### src/rtl/led_pattern_sched.sv
// Push-button front end (2-FF sync + debounce) and four-mode LED pattern sequencer.
// KEY[0] steps the display mode, KEY[1] pauses or resumes the animation.
module led_pattern_sched #(
    parameter int unsigned TICK_DIV   = 12_500_000,
    parameter int unsigned DEB_CYCLES = 1_000_000
) (
    input  logic       CLOCK_50,
    input  logic       RESET,
    input  logic [1:0] KEY,
    output logic [7:0] LED,
    output logic [1:0] MODE,
    output logic       RUN
);

    localparam int unsigned TickW = (TICK_DIV > 1) ? $clog2(TICK_DIV) : 1;
    localparam int unsigned DebW  = (DEB_CYCLES > 1) ? $clog2(DEB_CYCLES) : 1;
    localparam logic [TickW-1:0] TickMax = TickW'(TICK_DIV - 1);
    localparam logic [DebW-1:0]  DebMax  = DebW'(DEB_CYCLES - 1);

    typedef enum logic [1:0] {
        ModeCount = 2'd0,
        ModeScan  = 2'd1,
        ModeBlink = 2'd2,
        ModeFill  = 2'd3
    } mode_e;

    logic [1:0]            sync1_q, sync2_q;
    logic [1:0]            key_s;
    logic [1:0]            deb_q, deb_d;
    logic [1:0][DebW-1:0]  deb_cnt_q, deb_cnt_d;
    logic [1:0]            press;
    logic [TickW-1:0]      tick_q;
    mode_e                 mode_q, mode_next;
    logic [7:0]            led_q, led_step, led_start;
    logic                  run_q;
    logic                  down_q, down_step;

    assign key_s = ~sync2_q;

    // A level change is accepted only after DEB_CYCLES consecutive disagreeing samples.
    always_comb begin
        deb_d     = deb_q;
        deb_cnt_d = deb_cnt_q;
        for (int i = 0; i < 2; i++) begin
            if (key_s[i] == deb_q[i]) begin
                deb_cnt_d[i] = '0;
            end else if (deb_cnt_q[i] == DebMax) begin
                deb_d[i]     = key_s[i];
                deb_cnt_d[i] = '0;
            end else begin
                deb_cnt_d[i] = deb_cnt_q[i] + DebW'(1);
            end
        end
    end

    assign press = deb_d & ~deb_q;

    always_comb begin
        led_step  = led_q;
        down_step = down_q;
        unique case (mode_q)
            ModeCount: led_step = led_q + 8'd1;
            ModeScan: begin
                led_step = down_q ? (led_q >> 1) : (led_q << 1);
                if (led_step == 8'h80) begin
                    down_step = 1'b1;
                end else if (led_step == 8'h01) begin
                    down_step = 1'b0;
                end
            end
            ModeBlink: led_step = ~led_q;
            ModeFill:  led_step = (led_q == 8'hFF) ? 8'h00 : {led_q[6:0], 1'b1};
            default:   led_step = led_q;
        endcase
    end

    always_comb begin
        mode_next = mode_e'(mode_q + 2'd1);
        led_start = (mode_next == ModeScan) ? 8'h01 : 8'h00;
    end

    always_ff @(posedge CLOCK_50) begin
        if (RESET) begin
            sync1_q   <= 2'b11;
            sync2_q   <= 2'b11;
            deb_q     <= 2'b00;
            deb_cnt_q <= '0;
            tick_q    <= '0;
            mode_q    <= ModeCount;
            led_q     <= 8'h00;
            run_q     <= 1'b1;
            down_q    <= 1'b0;
        end else begin
            sync1_q   <= KEY;
            sync2_q   <= sync1_q;
            deb_q     <= deb_d;
            deb_cnt_q <= deb_cnt_d;
            // A mode change overrides any tick landing on the same edge.
            if (press[0]) begin
                mode_q <= mode_next;
                led_q  <= led_start;
                tick_q <= '0;
                down_q <= 1'b0;
            end else if (run_q) begin
                if (tick_q == TickMax) begin
                    tick_q <= '0;
                    led_q  <= led_step;
                    down_q <= down_step;
                end else begin
                    tick_q <= tick_q + TickW'(1);
                end
            end
            if (press[1]) begin
                run_q <= ~run_q;
            end
        end
    end

    assign LED  = led_q;
    assign MODE = mode_q;
    assign RUN  = run_q;

endmodule

### config.mk
export PLATFORM = sky130hd
export DESIGN_NAME = led_pattern_sched
export DESIGN_NICKNAME = d
export VERILOG_FILES = /design/src/rtl/led_pattern_sched.sv
export SDC_FILE = /design/constraint.sdc
export NUM_CORES = 1
export LEC_CHECK = 0
export ABC_AREA = 1
export BUFFER_PORTS_ARGS = -buffer_cell sky130_fd_sc_hd__clkbuf_2
export CORE_MARGIN = 4
export CORE_UTILIZATION = 60
export DETAILED_ROUTE_END_ITERATION = 16
export PLACE_DENSITY = 0.79
export SLEW_MARGIN = 40
export SYNTH_ARGS = -nofsm -noshare
export SYNTH_HDL_FRONTEND = slang
export SYNTH_SLANG_ARGS = --single-unit
### constraint.sdc
create_clock -name CLOCK_50 -period 2 [get_ports CLOCK_50]
set_input_delay 0.4 -clock CLOCK_50 [delete_from_list [all_inputs] [get_ports CLOCK_50]]
set_output_delay 0.4 -clock CLOCK_50 [all_outputs]
set_load 0.005 [all_outputs]
==> results.cfg, run 1 <==
[floorplanning]
core_area_um2 = 7331
initial_core_util_pct = 62.30
die_w_um = 95.25
fp.dieH_um = 95.25
ios = 15
std_cell_rows = 31
fp.dieArea_um2 = 9072

[layout]
antennaDiodeCount = 0
final_common_cell = nand2_1
nets = 700
fillerInstances = 627
post-route-util_pct = 67.74
drive_gt1_share_pct = 10.97
area_growth_pct = 8.740
final_cell_mix = 146 x nand2_1, 96 x nor2_1, 82 x dfxtp_1

[pwr]
internal_power_mw = 2.404
power_frac_clock_pct = 44.1
p_sw_uw = 642.8
combPwrFrac_pct = 1.8
ir_worst_vdd_uv = 520.8
seqPwrFrac_pct = 54.1
power.density_nw_per_um2 = 613.5
p_leak_nw = 1.819
p_sw_share_pct = 21.10

[timing]
relSlewSlack_pct = 71.28
hold_viol = 0
rsz0062_at_grt = false
max_freq_ghz = 0.5546
fin_tns_setup_ns = 0
period_needed_ns = 1.803
fin_worst_skew_ns = 0.01006
setup_viol = 0
period_share_pct = 90.15
worstMarginPinSlew_ns = 0.4303
slew_violations = 0

[clocking]
insertion_delay_ns = 0.35
clock_sinks = 82
cts_tree = built
clkTransAtPathRegs_ns = 0.09
root_buffer = clkbuf_8
clockBufferDepth = 2
cts_made_buffers = 9
ctsHoldBuffers = 0
post_cts_resize_count = 0
post-cts-setup-buffer-count = 0
htree_levels = 3

[place]
io_buffer_count = 14
dp_hpwl_um = 7271
gp_congestion = 0.9120

[worst_setup_path]
critPathKind = flip-flop to flip-flop
crit_path_end_kind = flip-flop
critPathLaunchType = flip-flop
worstPathRequired_ns = 2.23
crit_arrival_ns = 2.03
path_max_fanout = 15

[routing]
drc = 0
wl_per_cell_um = 12.40
routed_wl_um = 9819
first_iter_violations = 201
route.vias.total = 4308
antenna_left = 0
vias_per_cell = 5.439
firstDrtPassIters = 5

[global_routing]
grt_overflow = 0
grt_pass1_wl_um = 16950
track_usage_pct = 23.16
grt_pass1_vias = 3934
grt_start_max_net_pins = 21
grt_antenna_before_repair = 0

[flow_run]
max-cap-violations = 0

[logic_synthesis]
yosysSeqAreaShare_pct = 35.95
ys_warn_count = 0
yosysUniqueCellTypes = 43
syn_avg_cell_area_um2 = 6.837
synth_edf_count = 0
synth_cells = 668
synthArstFlopShare_pct = 0
syn_nets = 680
synth_area_um2 = 4567
synth_ff_type = dfxtp_1
ys_ff_latch = 82

[min_path]
hold_path_class = input port to flip-flop

[status]
status = finished, final reports clean
power by group through the flow:
stage | Clock, mW | Sequential [mW] | Combinational, mW
2_1_floorplan | 0 | 1.69 | 0.0428
3_3_place_gp | 0 | 1.69 | 0.0507
3_5_place_dp | 0 | 1.69 | 0.0533
4_1_cts | 1.37 | 1.65 | 0.0535
5_1_grt | 1.44 | 1.65 | 0.0616
6_report | 1.34 | 1.65 | 0.0545
Yosys cell counts, types with 4 or more instances:
library cell,n,share of area (%)
inv_2,4,0.33
nor2_2,9,1.2
dfxtp_1,82,36
o21ai_0,21,2.3
nor3b_1,8,1.3
nand4_1,24,3.3
a31oi_1,4,0.55
inv_1,76,6.2
nor2_1,96,7.9
nand3_1,43,4.7
o211ai_1,5,0.82
nor3_1,29,3.2
or2_2,9,1.2
a21oi_1,34,3.7
nand2_1,146,12
ha_1,8,2.2
xnor2_1,6,1.2
xor2_1,16,3.1
flip-flops by register name, indices dropped and copies added (netlist names):
register   cells
LED            8
MODE           2
RUN            1
deb_cnt_q     40
deb_q          2
down_q         1
sync1_q        2
sync2_q        2
tick_q        24
logic make-up after synthesis:
kind of cell    after synthesis  share of synthesized area [%]
compound gates               74                          9.041
xor+xnor                     22                          4.219
fa+ha+maj                     8                          2.192
buf+inv                      93                          8.465
flops                        82                          35.95
simple gates                389                          40.14
routing by layer:
metal | vias to the layer above | GRT usage [%] | share of wire [%]
met5 | - | 0 | 0
met4 | 0 | 8.293 | 1.1
met3 | 13 | 4.499 | 5.8
met2 | 118 | 39.59 | 49
met1 | 1953 | 28.91 | 44
li1 | 2224 | - | -
worst max-delay path, stage by stage, from the launching register on:
cell	delay (ns)
dfxtp_1	0.36
ha_1	0.17
nand2_1	0.10
nor2_2	0.13
inv_1	0.08
nor2_2	0.15
nand4_4	0.20
nand2_8	0.18
inv_4	0.05
nand2_4	0.15
o21ai_0	0.11
final timing paths:
kind	slack, ns	endpoint	cells past startpoint	startpoint
worst max-delay path	0.20	LED[4]$_SDFFE_PP0P_	10	deb_cnt_q[0]$_SDFF_PP0_
worst min-delay path	0.23	sync1_q[0]$_SDFF_PP1_	2	KEY[0]
worst max register to register	0.20	LED[4]$_SDFFE_PP0P_	10	deb_cnt_q[0]$_SDFF_PP0_
worst min register to register	0.43	sync2_q[1]$_SDFF_PP1_	1	sync1_q[1]$_SDFF_PP1_
stage by stage:
step | hold WS [ns] | std cells | power, mW | worst slack, ns | cell area, um2
final | 0.2335 | 792 | 3.046 | 0.1970 | 4966
after global routing | 0.2106 | 792 | 3.150 | 0.01233 | 4966
after CTS | 0.2102 | 792 | 3.074 | 0.1501 | 4957
after detailed placement | 0.3999 | 776 | 1.740 | 0.1777 | 4731
after global placement | 0.3932 | 776 | 1.737 | 0.2870 | 4731
after floorplan | 0.3895 | 668 | 1.728 | 0.4665 | 4567
layout make-up:
| type | instances | area [um2] | share of cell area [%] |
|---|---|---|---|
| multi-input cells | 493 | 2547 | 51.30 |
| flip-flops and latches | 82 | 1642 | 33.06 |
| inverters | 82 | 311.5 | 6.274 |
| clock buffers | 11 | 141.4 | 2.847 |
| well taps | 99 | 123.9 | 2.494 |
| repair buffers | 20 | 115.1 | 2.318 |
| clock inverters | 5 | 85.08 | 1.713 |
Power figures use the tool's default switching activity.
==> run 2: changes to the inputs <==
--- a/config.mk
+++ b/config.mk
@@ -10,4 +10,5 @@
 export CORE_MARGIN = 4
 export CORE_UTILIZATION = 60
+export CTS_BUF_LIST = sky130_fd_sc_hd__clkbuf_4 sky130_fd_sc_hd__clkbuf_8
 export DETAILED_ROUTE_END_ITERATION = 16
 export PLACE_DENSITY = 0.79
==> constraint.sdc (replaced) <==
create_clock -name CLOCK_50 -period 2 [get_ports CLOCK_50]
set_input_delay 0.4 -clock CLOCK_50 [delete_from_list [all_inputs] [get_ports CLOCK_50]]
set_output_delay 0.4 -clock CLOCK_50 [all_outputs]
set_load 0.02 [all_outputs]
==> run 2 against run 1 <==
Net effect: via count about the same; largest power group unchanged; utilization increased by 0.051 points; die area unchanged; clock-buffer cell count unchanged; largest cell class unchanged; register-to-register slack about the same.
==> results.cfg, run 2 (synthesis gave the netlist of run 1 again) <==
[routing]
first_iter_violations = 192
routed_wl_um = 9828
firstDrtPassIters = 7
drc = 0
vias_per_cell = 5.443
route.vias.total = 4311
wl_per_cell_um = 12.41
antenna_left = 0

[timing]
period_needed_ns = 1.800
hold_viol = 0
fin_worst_skew_ns = 0.009765
relSlewSlack_pct = 71.33
setup_viol = 0
max_freq_ghz = 0.5554
rsz0062_at_grt = false
period_share_pct = 90.02
fin_tns_setup_ns = 0
slew_violations = 0
worstMarginPinSlew_ns = 0.4295

[layout]
regMostFlops = deb_cnt_q
area_growth_pct = 8.822
nets = 700
final_cell_mix = 146 x nand2_1, 96 x nor2_1, 82 x dfxtp_1
drive_gt1_share_pct = 11.11
largest_reg_flops = 40
design_area_um2 = 4970
final_common_cell = nand2_1
antennaDiodeCount = 0

[clocking]
htree_levels = 3
cts_made_buffers = 9
post-cts-setup-buffer-count = 0
clockBufferDepth = 2
clkTransAtPathRegs_ns = 0.09
cts_tree = built
root_buffer = clkbuf_8
insertion_delay_ns = 0.35
ctsHoldBuffers = 0
clock_sinks = 82

[pwr]
p_sw_share_pct = 21.05
p_sw_uw = 644.4
seqPwrFrac_pct = 53.8
combPwrFrac_pct = 1.8
power.density_nw_per_um2 = 616.0
ir_worst_vdd_uv = 521.7
p_leak_nw = 1.822
power_frac_clock_pct = 44.4
internal_power_mw = 2.417
finalPower_mw = 3.062

[floorplanning]
initial_core_util_pct = 62.30
fp.dieH_um = 95.25
std_cell_rows = 31
core_area_um2 = 7331
fp.dieArea_um2 = 9072
die_w_um = 95.25
ios = 15

[global_routing]
grt_pass1_wl_um = 16990
track_usage_pct = 23.23
grt_antenna_before_repair = 0
grt_start_max_net_pins = 21
grt_pass1_vias = 3922
grt_overflow = 0

[worst_setup_path]
r2r_slack_ns = 0.20
critPathLaunchType = flip-flop
crit_path_end_kind = flip-flop
crit_slowest_cell = dfxtp_1
worst_path_most_repeated_cell = nor2_2
max_stage_delay_ns = 0.36
critPathKind = flip-flop to flip-flop
cp_cell_sequence = ha_1 > nand2_1 > nor2_2 > inv_1 > nor2_2 > nand4_4 > nand2_8 > inv_4 > nand2_4 > o21ai_0
rr_startpoint = deb_cnt_q[0]$_SDFF_PP0_
worstPathRequired_ns = 2.23
worst-r2r-cell-count = 10
path_max_fanout = 15
r2r-end = LED[4]$_SDFFE_PP0P_
crit_arrival_ns = 2.03

[min_path]
hold_path_depth = 2
min-delay-start = KEY[0]
hold_path_class = input port to flip-flop
min_to = sync1_q[0]$_SDFF_PP1_

[place]
postPlaceCellArea_um2 = 4731
gp_congestion = 0.9120
dp_hpwl_um = 7271
io_buffer_count = 14

[flow_run]
max-cap-violations = 0

[status]
status = finished, final reports clean
-- run 2: cell counts in the layout (fill, tap and decap cells not counted) --
Identical to the previous run, type by type.
-- run 2: worst max-delay path: cells and delay by family, from the launching register on --
family	cells	cell delay, ns
compound gates	1	0.11
buf+inv	2	0.13
flops	1	0.36
fa+ha+maj	1	0.17
simple gates	6	0.91
-- run 2: layout make-up --
cell class	instances	area (um2)
Timing Repair Buffer	20	115.1
Inverter	82	311.5
Clock buffer	11	145.1
Multi-Input combinational cell	493	2547
Tap cell	99	123.9
Sequential cell	82	1642
Clock inverter	5	85.08
Fill cell	629	2361
-- run 2: worst max-delay path by stage --
stage,from,end,cells after the start
after floorplan,LED[1]$_SDFFE_PP0P_,LED[0]$_SDFFE_PP0P_,12
final,deb_cnt_q[0]$_SDFF_PP0_,LED[4]$_SDFFE_PP0P_,10
after detailed placement,deb_cnt_q[0]$_SDFF_PP0_,LED[4]$_SDFFE_PP0P_,10
after global placement,deb_cnt_q[0]$_SDFF_PP0_,LED[4]$_SDFFE_PP0P_,10
after CTS,deb_cnt_q[0]$_SDFF_PP0_,LED[4]$_SDFFE_PP0P_,10
after global routing,deb_cnt_q[0]$_SDFF_PP0_,LED[4]$_SDFFE_PP0P_,10
-- run 2: repair_timing --
item / 4_1_cts / 5_1_grt
hold endpoints to repair: 0 / 0
endpoints found under the setup margin: 0 / 3
gates resized for setup: 0 / 1
-- run 2: layer usage --
layer | vias to the layer above | share of wire [%] | routed length, um | GRT usage, %
met1 | 1959 | 45 | 4384 | 28.96
met2 | 117 | 49 | 4775 | 39.88
met5 | - | 0 | 0 | 0
li1 | 2222 | - | - | -
met3 | 13 | 5.6 | 555 | 4.499
met4 | 0 | 1.1 | 112 | 8.053
-- run 2: power by group through the flow --
stage / logic [mW] / clock network (mW) / registers [mW]
finish: 0.0546 / 1.36 / 1.65
global route: 0.0615 / 1.45 / 1.65
CTS: 0.0535 / 1.39 / 1.65
detailed placement: 0.0533 / 0 / 1.69
global placement: 0.0507 / 0 / 1.69
floorplan: 0.0428 / 0 / 1.69
-- run 2: per-stage QoR --
stage	instances	util, %	hold slack [ns]	setup WS, ns
CTS	792	67.67	0.2102	0.1501
global placement	776	64.53	0.3932	0.2870
global route	792	67.79	0.2106	0.01233
floorplan	668	-	0.3895	0.3878
finish	792	67.79	0.2331	0.1996
detailed placement	776	64.53	0.3999	0.1777
==> run 3: changes to the inputs <==
- CORE_UTILIZATION: 60 -> 27
- PLACE_DENSITY: 0.79 -> 0.43
==> run 3 against run 2 <==
Net effect: utilization down 37 points; setup slack got worse by 0.028 ns; non-clock buffer count is 6 higher; die area is 110% higher; final cell count grew 16%; largest cell class unchanged.
==> results.cfg, run 3 (synthesis gave the netlist of run 1 again) <==
[layout]
nets = 706
antennaDiodeCount = 0
post-route-util_pct = 30.96
regMostFlops = deb_cnt_q
final_cell_mix = 146 x nand2_1, 96 x nor2_1, 82 x dfxtp_1
drive_gt1_share_pct = 11.87
final_common_cell = nand2_1
largest_reg_flops = 40
area_growth_pct = 12.44
design_area_um2 = 5135

[clocking]
cts_tree = built
clock_sinks = 82
insertion_delay_ns = 0.38
root_buffer = clkbuf_8
htree_levels = 3
cts_made_buffers = 9
clockBufferDepth = 2
clkTransAtPathRegs_ns = 0.09
post-cts-setup-buffer-count = 0
ctsHoldBuffers = 0
post_cts_resize_count = 0

[pwr]
ir_worst_vdd_uv = 273.7
p_leak_nw = 1.839
power.density_nw_per_um2 = 583.1

[routing]
wl_per_cell_um = 12.08
antenna_left = 0
firstDrtPassIters = 4
first_iter_violations = 253
drc = 0
routed_wl_um = 11100
route.vias.total = 4222
vias_per_cell = 4.594

[global_routing]
grt_pass1_wl_um = 19130
grt_start_max_net_pins = 21
grt_antenna_before_repair = 0
track_usage_pct = 11.98
grt_pass1_vias = 3978
grt_overflow = 0

[timing]
hold_viol = 0
setup_viol = 0
relSlewSlack_pct = 69.56
slew_violations = 0
fin_tns_setup_ns = 0
final.setup.worst_slack_ns = 0.1717
rsz0062_at_grt = false
period_share_pct = 91.42
worstMarginPinSlew_ns = 0.4560
fin_worst_skew_ns = 0.009923
period_needed_ns = 1.828
max_freq_ghz = 0.5469

[worst_setup_path]
worstPathRequired_ns = 2.28
critPathLaunchType = flip-flop
crit_path_end_kind = flip-flop
path_max_fanout = 19
crit_arrival_ns = 2.11
critPathKind = flip-flop to flip-flop

[floorplanning]
ios = 15
fp.dieArea_um2 = 19060
std_cell_rows = 47
fp.dieH_um = 138.1
initial_core_util_pct = 27.54
core_area_um2 = 16580
die_w_um = 138.1

[place]
gp_congestion = 0.7974
io_buffer_count = 14
postPlaceCellArea_um2 = 4927
dp_hpwl_um = 8358
dpl_worst_slack_ns = 0.1731

[min_path]
hold_path_class = input port to flip-flop

[status]
status = finished, final reports clean

[flow_run]
max-cap-violations = 0
==> run 3: final cells by class <==
type                       count  area, um2
fill                        1855      11450
multi-input combinational    493       2539
sequential                    82       1642
inverter                      82      311.5
tap                          220      275.3
timing repair buffer          26      160.2
clock buffer                  11      145.1
clock inverter                 5      62.56
==> run 3: routing by layer <==
metal	global-route usage [%]	wire length, um	vias up	share of wire (%)
met3	3.488	486	10	4.4
li1	-	-	2221	-
met1	16.08	5476	1918	49
met4	3.432	138	0	1.2
met5	0	0	-	0
met2	18.78	5003	73	45
==> run 3: final timing paths <==
| kind | start | end | slack (ns) | cells after the start |
|---|---|---|---|---|
| setup / recovery | deb_cnt_q[20]$_SDFF_PP0_ | deb_cnt_q[36]$_SDFF_PP0_ | 0.17 | 9 |
| hold / removal | KEY[1] | sync1_q[1]$_SDFF_PP1_ | 0.21 | 2 |
| setup reg to reg | deb_cnt_q[20]$_SDFF_PP0_ | deb_cnt_q[36]$_SDFF_PP0_ | 0.17 | 9 |
| hold reg to reg | sync1_q[1]$_SDFF_PP1_ | sync2_q[1]$_SDFF_PP1_ | 0.42 | 1 |
==> run 3: power by group <==
| part | leakage (nW) | internal (mW) | switching (mW) | total (mW) |
|---|---|---|---|---|
| combinational | 1.08 | 0.0221 | 0.0387 | 0.0608 |
| sequential | 0.662 | 1.64 | 0.00734 | 1.65 |
| clock | 0.0996 | 0.632 | 0.654 | 1.29 |
==> run 3: worst max-delay path: stages, from the launching register on <==
cell and delay (ns):
dfxtp_1 0.36, ha_1 0.18, nand2_1 0.07, inv_1 0.09, nand3_1 0.11, nor2_1 0.15, nand4_1 0.20, nand2_2 0.37
a21oi_1 0.08, o21a_1 0.11
==> run 3: per-stage QoR <==
stage          std cells  total power [mW]  hold WS, ns
2_1_floorplan        668             1.728       0.3895
3_3_place_gp         903             1.749       0.3949
3_5_place_dp         903             1.749       0.3973
4_1_cts              919             3.084       0.1763
5_1_grt              919             3.157       0.1848
6_report             919             2.994       0.2128
